===== config.mk =====
export PLATFORM = sky130hd
export DESIGN_NAME = alu_mul_seq_flat
export DESIGN_NICKNAME = d
export VERILOG_FILES = /design/src/rtl/alu_ctrl_pkg.sv /design/src/rtl/alu_mul_seq_if.sv /design/src/rtl/alu.sv /design/src/rtl/alu_mul_seq.sv /design/src/flat_wrapper.sv
export SDC_FILE = /design/constraint.sdc
export NUM_CORES = 1
export LEC_CHECK = 0
export CAP_MARGIN = 5
export CORE_ASPECT_RATIO = 0.6
export CORE_MARGIN = 1.5
export CORE_UTILIZATION = 40
export CTS_BUF_LIST = sky130_fd_sc_hd__clkbuf_8
export CTS_CLUSTER_DIAMETER = 50
export DETAILED_ROUTE_END_ITERATION = 7
export PLACE_DENSITY_LB_ADDON = 0.08
export SYNTH_ARGS = -nofsm -noshare
export SYNTH_HDL_FRONTEND = slang
export SYNTH_SLANG_ARGS = --single-unit

===== constraint.sdc =====
create_clock -name clk -period 6.25 [get_ports clk]
set_clock_uncertainty 0.1 [all_clocks]
set_input_delay 0.625 -clock clk [delete_from_list [all_inputs] [get_ports clk]]
set_output_delay 0.625 -clock clk [all_outputs]
set_load 0.01 [all_outputs]

===== src/rtl/alu_ctrl_pkg.sv =====
// Shared types for the sequential multiplier: Hack ALU control word and FSM states.
// Latency: n/a (types and constants only).
// Backpressure: n/a.
package alu_ctrl_pkg;

  // Hack ALU control bits in instruction order {zx,nx,zy,ny,f,no}.
  typedef struct packed {
    logic zx;
    logic nx;
    logic zy;
    logic ny;
    logic f;
    logic no;
  } alu_ctrl_t;

  localparam alu_ctrl_t ALU_ADD    = 6'b000010; // x + y
  localparam alu_ctrl_t ALU_PASS_X = 6'b001010; // x & 0xFFFF
  localparam alu_ctrl_t ALU_ZERO   = 6'b101010; // constant 0

  typedef enum logic [1:0] {
    IDLE = 2'd0,
    ADD  = 2'd1,
    DBL  = 2'd2,
    DONE = 2'd3
  } mul_state_t;

endpackage


===== src/rtl/alu_mul_seq_if.sv =====
// Request/response bundle of the multiplier: operand pair in, product and flags out.
// Latency: n/a (wires only).
// Backpressure: req_ready gates requests, rsp_ready holds the product until taken.
interface alu_mul_seq_if;
  logic        req_valid;
  logic        req_ready;
  logic [15:0] a;
  logic [15:0] b;
  logic        rsp_valid;
  logic        rsp_ready;
  logic [15:0] product;
  logic        zr;
  logic        ng;

  // Requester side.
  modport master (
    output req_valid, a, b, rsp_ready,
    input  req_ready, rsp_valid, product, zr, ng
  );

  // Multiplier side.
  modport slave (
    input  req_valid, a, b, rsp_ready,
    output req_ready, rsp_valid, product, zr, ng
  );
endinterface


===== src/rtl/alu.sv =====
// Hack ALU: combinational 16-bit x/y function selected by zx/nx/zy/ny/f/no.
// Latency: combinational.
// Backpressure: none.
// Ports: x, y operands; six control bits; out result, zr (out==0), ng (out[15]).
module alu (
  input  logic [15:0] x,
  input  logic [15:0] y,
  input  logic        zx,
  input  logic        nx,
  input  logic        zy,
  input  logic        ny,
  input  logic        f,
  input  logic        no,
  output logic [15:0] out,
  output logic        zr,
  output logic        ng
);
  logic [15:0] x_z, x_n, y_z, y_n, f_out;

  assign x_z   = zx ? 16'h0000 : x;
  assign x_n   = nx ? ~x_z : x_z;
  assign y_z   = zy ? 16'h0000 : y;
  assign y_n   = ny ? ~y_z : y_z;
  assign f_out = f ? (x_n + y_n) : (x_n & y_n);
  assign out   = no ? ~f_out : f_out;
  assign zr    = (out == 16'h0000);
  assign ng    = out[15];
endmodule


===== src/rtl/alu_mul_seq.sv =====
// Shift-and-add 16x16 multiplier (low 16 bits) built around one shared Hack ALU.
// Latency: 32 cycles accept-to-rsp_valid; with EARLY_EXIT, 2*k (k = top set bit of b + 1, min 1).
// Backpressure: one operation in flight; req_ready=0 until the response is taken with rsp_ready.
// Ports: clk, rst_n (sync, active-low); bus = request (a, b) / response (product, zr, ng).
module alu_mul_seq
  import alu_ctrl_pkg::*;
#(
  parameter bit EARLY_EXIT = 1'b0
) (
  input  logic         clk,
  input  logic         rst_n,
  alu_mul_seq_if.slave bus
);
  mul_state_t  state_q, state_d;
  logic [15:0] acc_q, acc_d;
  logic [15:0] mcand_q, mcand_d;
  logic [15:0] mplier_q, mplier_d;
  logic [4:0]  cnt_q, cnt_d;
  logic [15:0] mplier_shr;

  alu_ctrl_t   alu_ctrl;
  logic [15:0] alu_x, alu_y, alu_out;
  logic        alu_zr, alu_ng;

  assign mplier_shr = {1'b0, mplier_q[15:1]};

  always_ff @(posedge clk) begin
    if (!rst_n) begin
      state_q  <= IDLE;
      acc_q    <= '0;
      mcand_q  <= '0;
      mplier_q <= '0;
      cnt_q    <= '0;
    end else begin
      state_q  <= state_d;
      acc_q    <= acc_d;
      mcand_q  <= mcand_d;
      mplier_q <= mplier_d;
      cnt_q    <= cnt_d;
    end
  end

  always_comb begin
    state_d  = state_q;
    acc_d    = acc_q;
    mcand_d  = mcand_q;
    mplier_d = mplier_q;
    cnt_d    = cnt_q;
    alu_ctrl = ALU_ZERO;
    alu_x    = '0;
    alu_y    = '0;
    case (state_q)
      IDLE: begin
        if (bus.req_valid) begin
          acc_d    = '0;
          mcand_d  = bus.a;
          mplier_d = bus.b;
          cnt_d    = '0;
          state_d  = ADD;
        end
      end
      ADD: begin
        alu_ctrl = ALU_ADD;
        alu_x    = acc_q;
        alu_y    = mcand_q;
        if (mplier_q[0]) acc_d = alu_out;
        state_d = DBL;
      end
      DBL: begin
        // Doubling the multiplicand through the ALU keeps all arithmetic in one adder.
        alu_ctrl = ALU_ADD;
        alu_x    = mcand_q;
        alu_y    = mcand_q;
        mcand_d  = alu_out;
        mplier_d = mplier_shr;
        cnt_d    = cnt_q + 5'd1;
        if ((cnt_q == 5'd15) || (EARLY_EXIT && (mplier_shr == 16'h0000)))
          state_d = DONE;
        else
          state_d = ADD;
      end
      DONE: begin
        // Flags come from the ALU passing acc through, so they match Hack semantics.
        alu_ctrl = ALU_PASS_X;
        alu_x    = acc_q;
        if (bus.rsp_ready) state_d = IDLE;
      end
      default: state_d = IDLE;
    endcase
  end

  alu u_alu (
    .x   (alu_x),
    .y   (alu_y),
    .zx  (alu_ctrl.zx),
    .nx  (alu_ctrl.nx),
    .zy  (alu_ctrl.zy),
    .ny  (alu_ctrl.ny),
    .f   (alu_ctrl.f),
    .no  (alu_ctrl.no),
    .out (alu_out),
    .zr  (alu_zr),
    .ng  (alu_ng)
  );

  assign bus.req_ready = (state_q == IDLE);
  assign bus.rsp_valid = (state_q == DONE);
  assign bus.product   = (state_q == DONE) ? acc_q : 16'h0000;
  assign bus.zr        = (state_q == DONE) ? alu_zr : 1'b0;
  assign bus.ng        = (state_q == DONE) ? alu_ng : 1'b0;
endmodule


===== src/flat_wrapper.sv =====
// flat-port wrapper written by rule: the top's interface ports become plain ports
module alu_mul_seq_flat import alu_ctrl_pkg::*;
#(
  parameter bit EARLY_EXIT = 1'b0
)
  (clk, rst_n, bus_req_valid, bus_a, bus_b, bus_rsp_ready, bus_req_ready, bus_rsp_valid, bus_product, bus_zr, bus_ng);
  alu_mul_seq_if bus_i ();
  input  logic clk;
  input  logic rst_n;
  input wire logic [$bits(bus_i.req_valid)-1:0] bus_req_valid;
  input wire logic [$bits(bus_i.a)-1:0] bus_a;
  input wire logic [$bits(bus_i.b)-1:0] bus_b;
  input wire logic [$bits(bus_i.rsp_ready)-1:0] bus_rsp_ready;
  output wire logic [$bits(bus_i.req_ready)-1:0] bus_req_ready;
  output wire logic [$bits(bus_i.rsp_valid)-1:0] bus_rsp_valid;
  output wire logic [$bits(bus_i.product)-1:0] bus_product;
  output wire logic [$bits(bus_i.zr)-1:0] bus_zr;
  output wire logic [$bits(bus_i.ng)-1:0] bus_ng;
  assign bus_i.req_valid = bus_req_valid;
  assign bus_i.a = bus_a;
  assign bus_i.b = bus_b;
  assign bus_i.rsp_ready = bus_rsp_ready;
  assign bus_req_ready = bus_i.req_ready;
  assign bus_rsp_valid = bus_i.rsp_valid;
  assign bus_product = bus_i.product;
  assign bus_zr = bus_i.zr;
  assign bus_ng = bus_i.ng;
  alu_mul_seq #(.EARLY_EXIT(EARLY_EXIT)) u_core (.clk(clk), .rst_n(rst_n), .bus(bus_i));
endmodule

==> impl_metrics.tcl <==
set metrics [dict create \
    antenna_found_initial 0 \
    initial_core_util 0.419 \
    r2r-end "u_core.acc_q[12]" \
    cts_hold_buf 0 \
    cts_made_buffers 5 \
    internal-power_mw 0.626 \
    worst_slew_pin_slew_ps 1110 \
    grtUsageTotal 0.218 \
    crit_start "u_core.state_q[0]" \
    max-vdd-ir-drop_mv 0.122 \
    fill_cells 870 \
    clock_power_share 0.190 \
    finalSetupTns_ps 0 \
    area_delta_synth_final_pct 18.8 \
    r2r_start "u_core.state_q[0]" \
    slew_viol_final 0 \
    start_kind "flop" \
    synth_cell_types 50 \
    cts_tree "built" \
    place_congestion 0.897 \
    drt_iter0_markers 305 \
    max_freq_ghz 0.173 \
    viasPerCell 5.68 \
    root_buffer "clkbuf_8" \
    r2r_cells 13 \
    grt-ovfl-total 0 \
    portBuffers 55 \
    die-width_microns 126 \
    avgSynthCellArea_sq_um 8.24 \
    synth_edf_count 0 \
    hold_path_class "reg -> reg" \
    first_pass_iters 5 \
    drive_gt1_frac 0.0522 \
    synthArstFlopShare 0 \
    postCtsSetupBuffers 0 \
    cts_sinks 55 \
    critPathRequiredTime_ps 5520 \
    grt_max_degree 56 \
    syn-cell-area_sq_um 3640 \
    p_switching_mw 0.399 \
    setup_ws_ps 462 \
    end_kind "primary output" \
    synth_nets 501 \
    powerDensity_nw_per_um2 237 \
    outcome "complete, no violations" \
    rsz0062_at_grt "false" \
    p_sw_frac 0.390 \
    worstPathMaxFanout 44 \
    yosysWarnings 0 \
    max-slew-margin-rel 0.258 \
    ys_seq_area_frac 0.302 \
    cts_max_path_buffers 2 \
    fin_crit_ps 5790 \
    crit_end "bus_zr" \
    n_antenna_cell 0 \
    rows 26 \
    synth_seq_cells 55 \
    cp_data_arrival_time_ps 5060 \
    final_nets 537 \
    ys.flop_type "dfxtp_1" \
    total_power_mw 1.03 \
    num_vias 3356 \
    ant_nets 0 \
    die_area_sq_um 9710 \
    drv_cap 0 \
    top_level_ports 56 \
    path_clk_slew_ps 100 \
    timing.final.crit_share 0.926 \
    rrSetupSlack_ps 2030 \
    place_hpwl_microns 7320 \
    synthCells 442 \
    p_comb_frac 0.372 \
    grt_pass1_wl_microns 16800 \
    wl_per_cell_microns 17.6 \
    hold_viol_final 0 \
    critPathKind "reg -> out" \
    grt_pass1_vias 3135 \
    setup_viol 0 \
    p_leak_nw 1.81 \
    htree_levels 2 \
    core_area_sq_um 8690 \
    cts_resized 0 \
    pwr-share-seq 0.438 \
    drc 0 \
    routed_wirelength_microns 10400 \
    clk_latency_ps 320 \
    die_y_microns 76.9 \
    pre_cts_ws_ps 900 \
]
state kept, by name (all words and copies together) (netlist names):
register         cells
u_core.acc_q        16
u_core.mcand_q      16
u_core.mplier_q     16
u_core.cnt_q         5
u_core.state_q       2
power by group through the flow:
stage                     Clock [mW]  Combinational (mW)  Sequential (mW)
final                          0.195               0.382            0.449
after global routing           0.217               0.418            0.456
after detailed placement           0               0.378            0.455
after global placement             0               0.374            0.453
after CTS                      0.199               0.380            0.447
after floorplan                    0               0.275            0.437
metrics by stage:
| step | utilization | hold slack (ps) | cells | cell area, sq um |
|---|---|---|---|---|
| 5_1_grt | 0.498 | 439 | 591 | 4330 |
| 3_3_place_gp | 0.489 | 374 | 583 | 4250 |
| 3_5_place_dp | 0.489 | 376 | 583 | 4250 |
| 6_report | 0.498 | 387 | 591 | 4330 |
| 4_1_cts | 0.498 | 389 | 591 | 4330 |
| 2_1_floorplan | - | 349 | 442 | 3640 |
worst max-delay path, cell delays in order (launching register included):
cell and delay, ps:
dfxtp_1 590, inv_1 150, ha_2 560, a22oi_1 320
nor2_1 70, ha_1 240, fa_1 410, a21oi_1 210
o211ai_1 160, o21ai_0 490, o21ba_2 240, xor2_1 260
nand2_1 170, nor4b_4 290, clkdlybuf4s50_1 560
cells in the final DEF (no fill, tap or decap), types with 10 or more instances in the layout:
| cell type | n |
|---|---|
| clkdlybuf4s50_1 | 55 |
| dfxtp_1 | 55 |
| nand2_1 | 49 |
| and2_1 | 41 |
| nor2_1 | 41 |
| a22oi_1 | 27 |
| ha_1 | 21 |
| mux2i_1 | 18 |
| o211a_1 | 18 |
| o21ai_0 | 15 |
| o221ai_1 | 14 |
| nor2b_1 | 14 |
| a21oi_1 | 13 |
| inv_1 | 11 |
| nand3_1 | 10 |
worst min path at each step:
stage / from / end / slack [ps] / cells past startpoint
after floorplan: u_core.acc_q[0] / u_core.acc_q[0] / 350 / 2
after global placement: u_core.acc_q[0] / u_core.acc_q[0] / 370 / 2
after detailed placement: u_core.acc_q[0] / u_core.acc_q[0] / 380 / 2
after CTS: u_core.acc_q[0] / u_core.acc_q[0] / 390 / 2
after global routing: u_core.mplier_q[3] / u_core.mplier_q[3] / 440 / 1
final: u_core.acc_q[0] / u_core.acc_q[0] / 390 / 2
cell usage after synthesis, types with 2 or more instances:
cell      instances  area, sq um
a21boi_0          4         30.0
a21o_1            2         15.0
a21oi_1          13         65.1
a21oi_2           4         35.0
a22oi_1          27          203
a31oi_1           2         12.5
and2_1           41          257
and3_1            3         18.8
buf_1             2         7.51
buf_2             2         10.0
clkbuf_1         25         93.8
dfxtp_1          55         1100
ha_1             22          275
inv_1             9         33.8
mux2i_1          18          180
nand2_1          49          184
nand3_1          10         50.1
nand3b_1          2         15.0
nand4_1           4         25.0
nor2_1           41          154
nor2b_1          14         87.6
nor3_1            2         10.0
o211a_1          18          180
o211ai_1          7         52.6
o211ai_2          2         25.0
o21ai_0          15         75.1
o21bai_1          3         22.5
o221ai_1         14          123
xnor2_1           5         43.8
xor2_1            7         61.3
area by class of cell:
class                      count  area, sq um  share of cell area
sequential                    55         1100               0.254
inverter                       9         33.8             0.00781
timing repair buffer          59          581               0.134
multi-input combinational    348         2390               0.552
clock inverter                 3         12.5             0.00289
clock buffer                   5         68.8              0.0159
tap                          112          140              0.0324
cells by family after synthesis:
| kind of cell | synth area share |
|---|---|
| flip-flops | 0.302 |
| AO/OA/AOI/OAI | 0.254 |
| AND/OR/NAND/NOR | 0.239 |
| buffers and inverters | 0.0419 |
| adder cells (fa/ha/maj) | 0.0811 |
| XOR/XNOR | 0.0289 |
| multiplexers | 0.0526 |
layer usage:
metal,share of wire,routed length [microns],vias up,global-route usage
met4,0.0046,48,0,0.0345
met3,0.067,692,4,0.0502
li1,-,-,1655,-
met1,0.54,5620,1594,0.344
met2,0.39,4030,103,0.296
met5,0,0,-,0
Note: power is estimated with default switching activity, not from simulation.
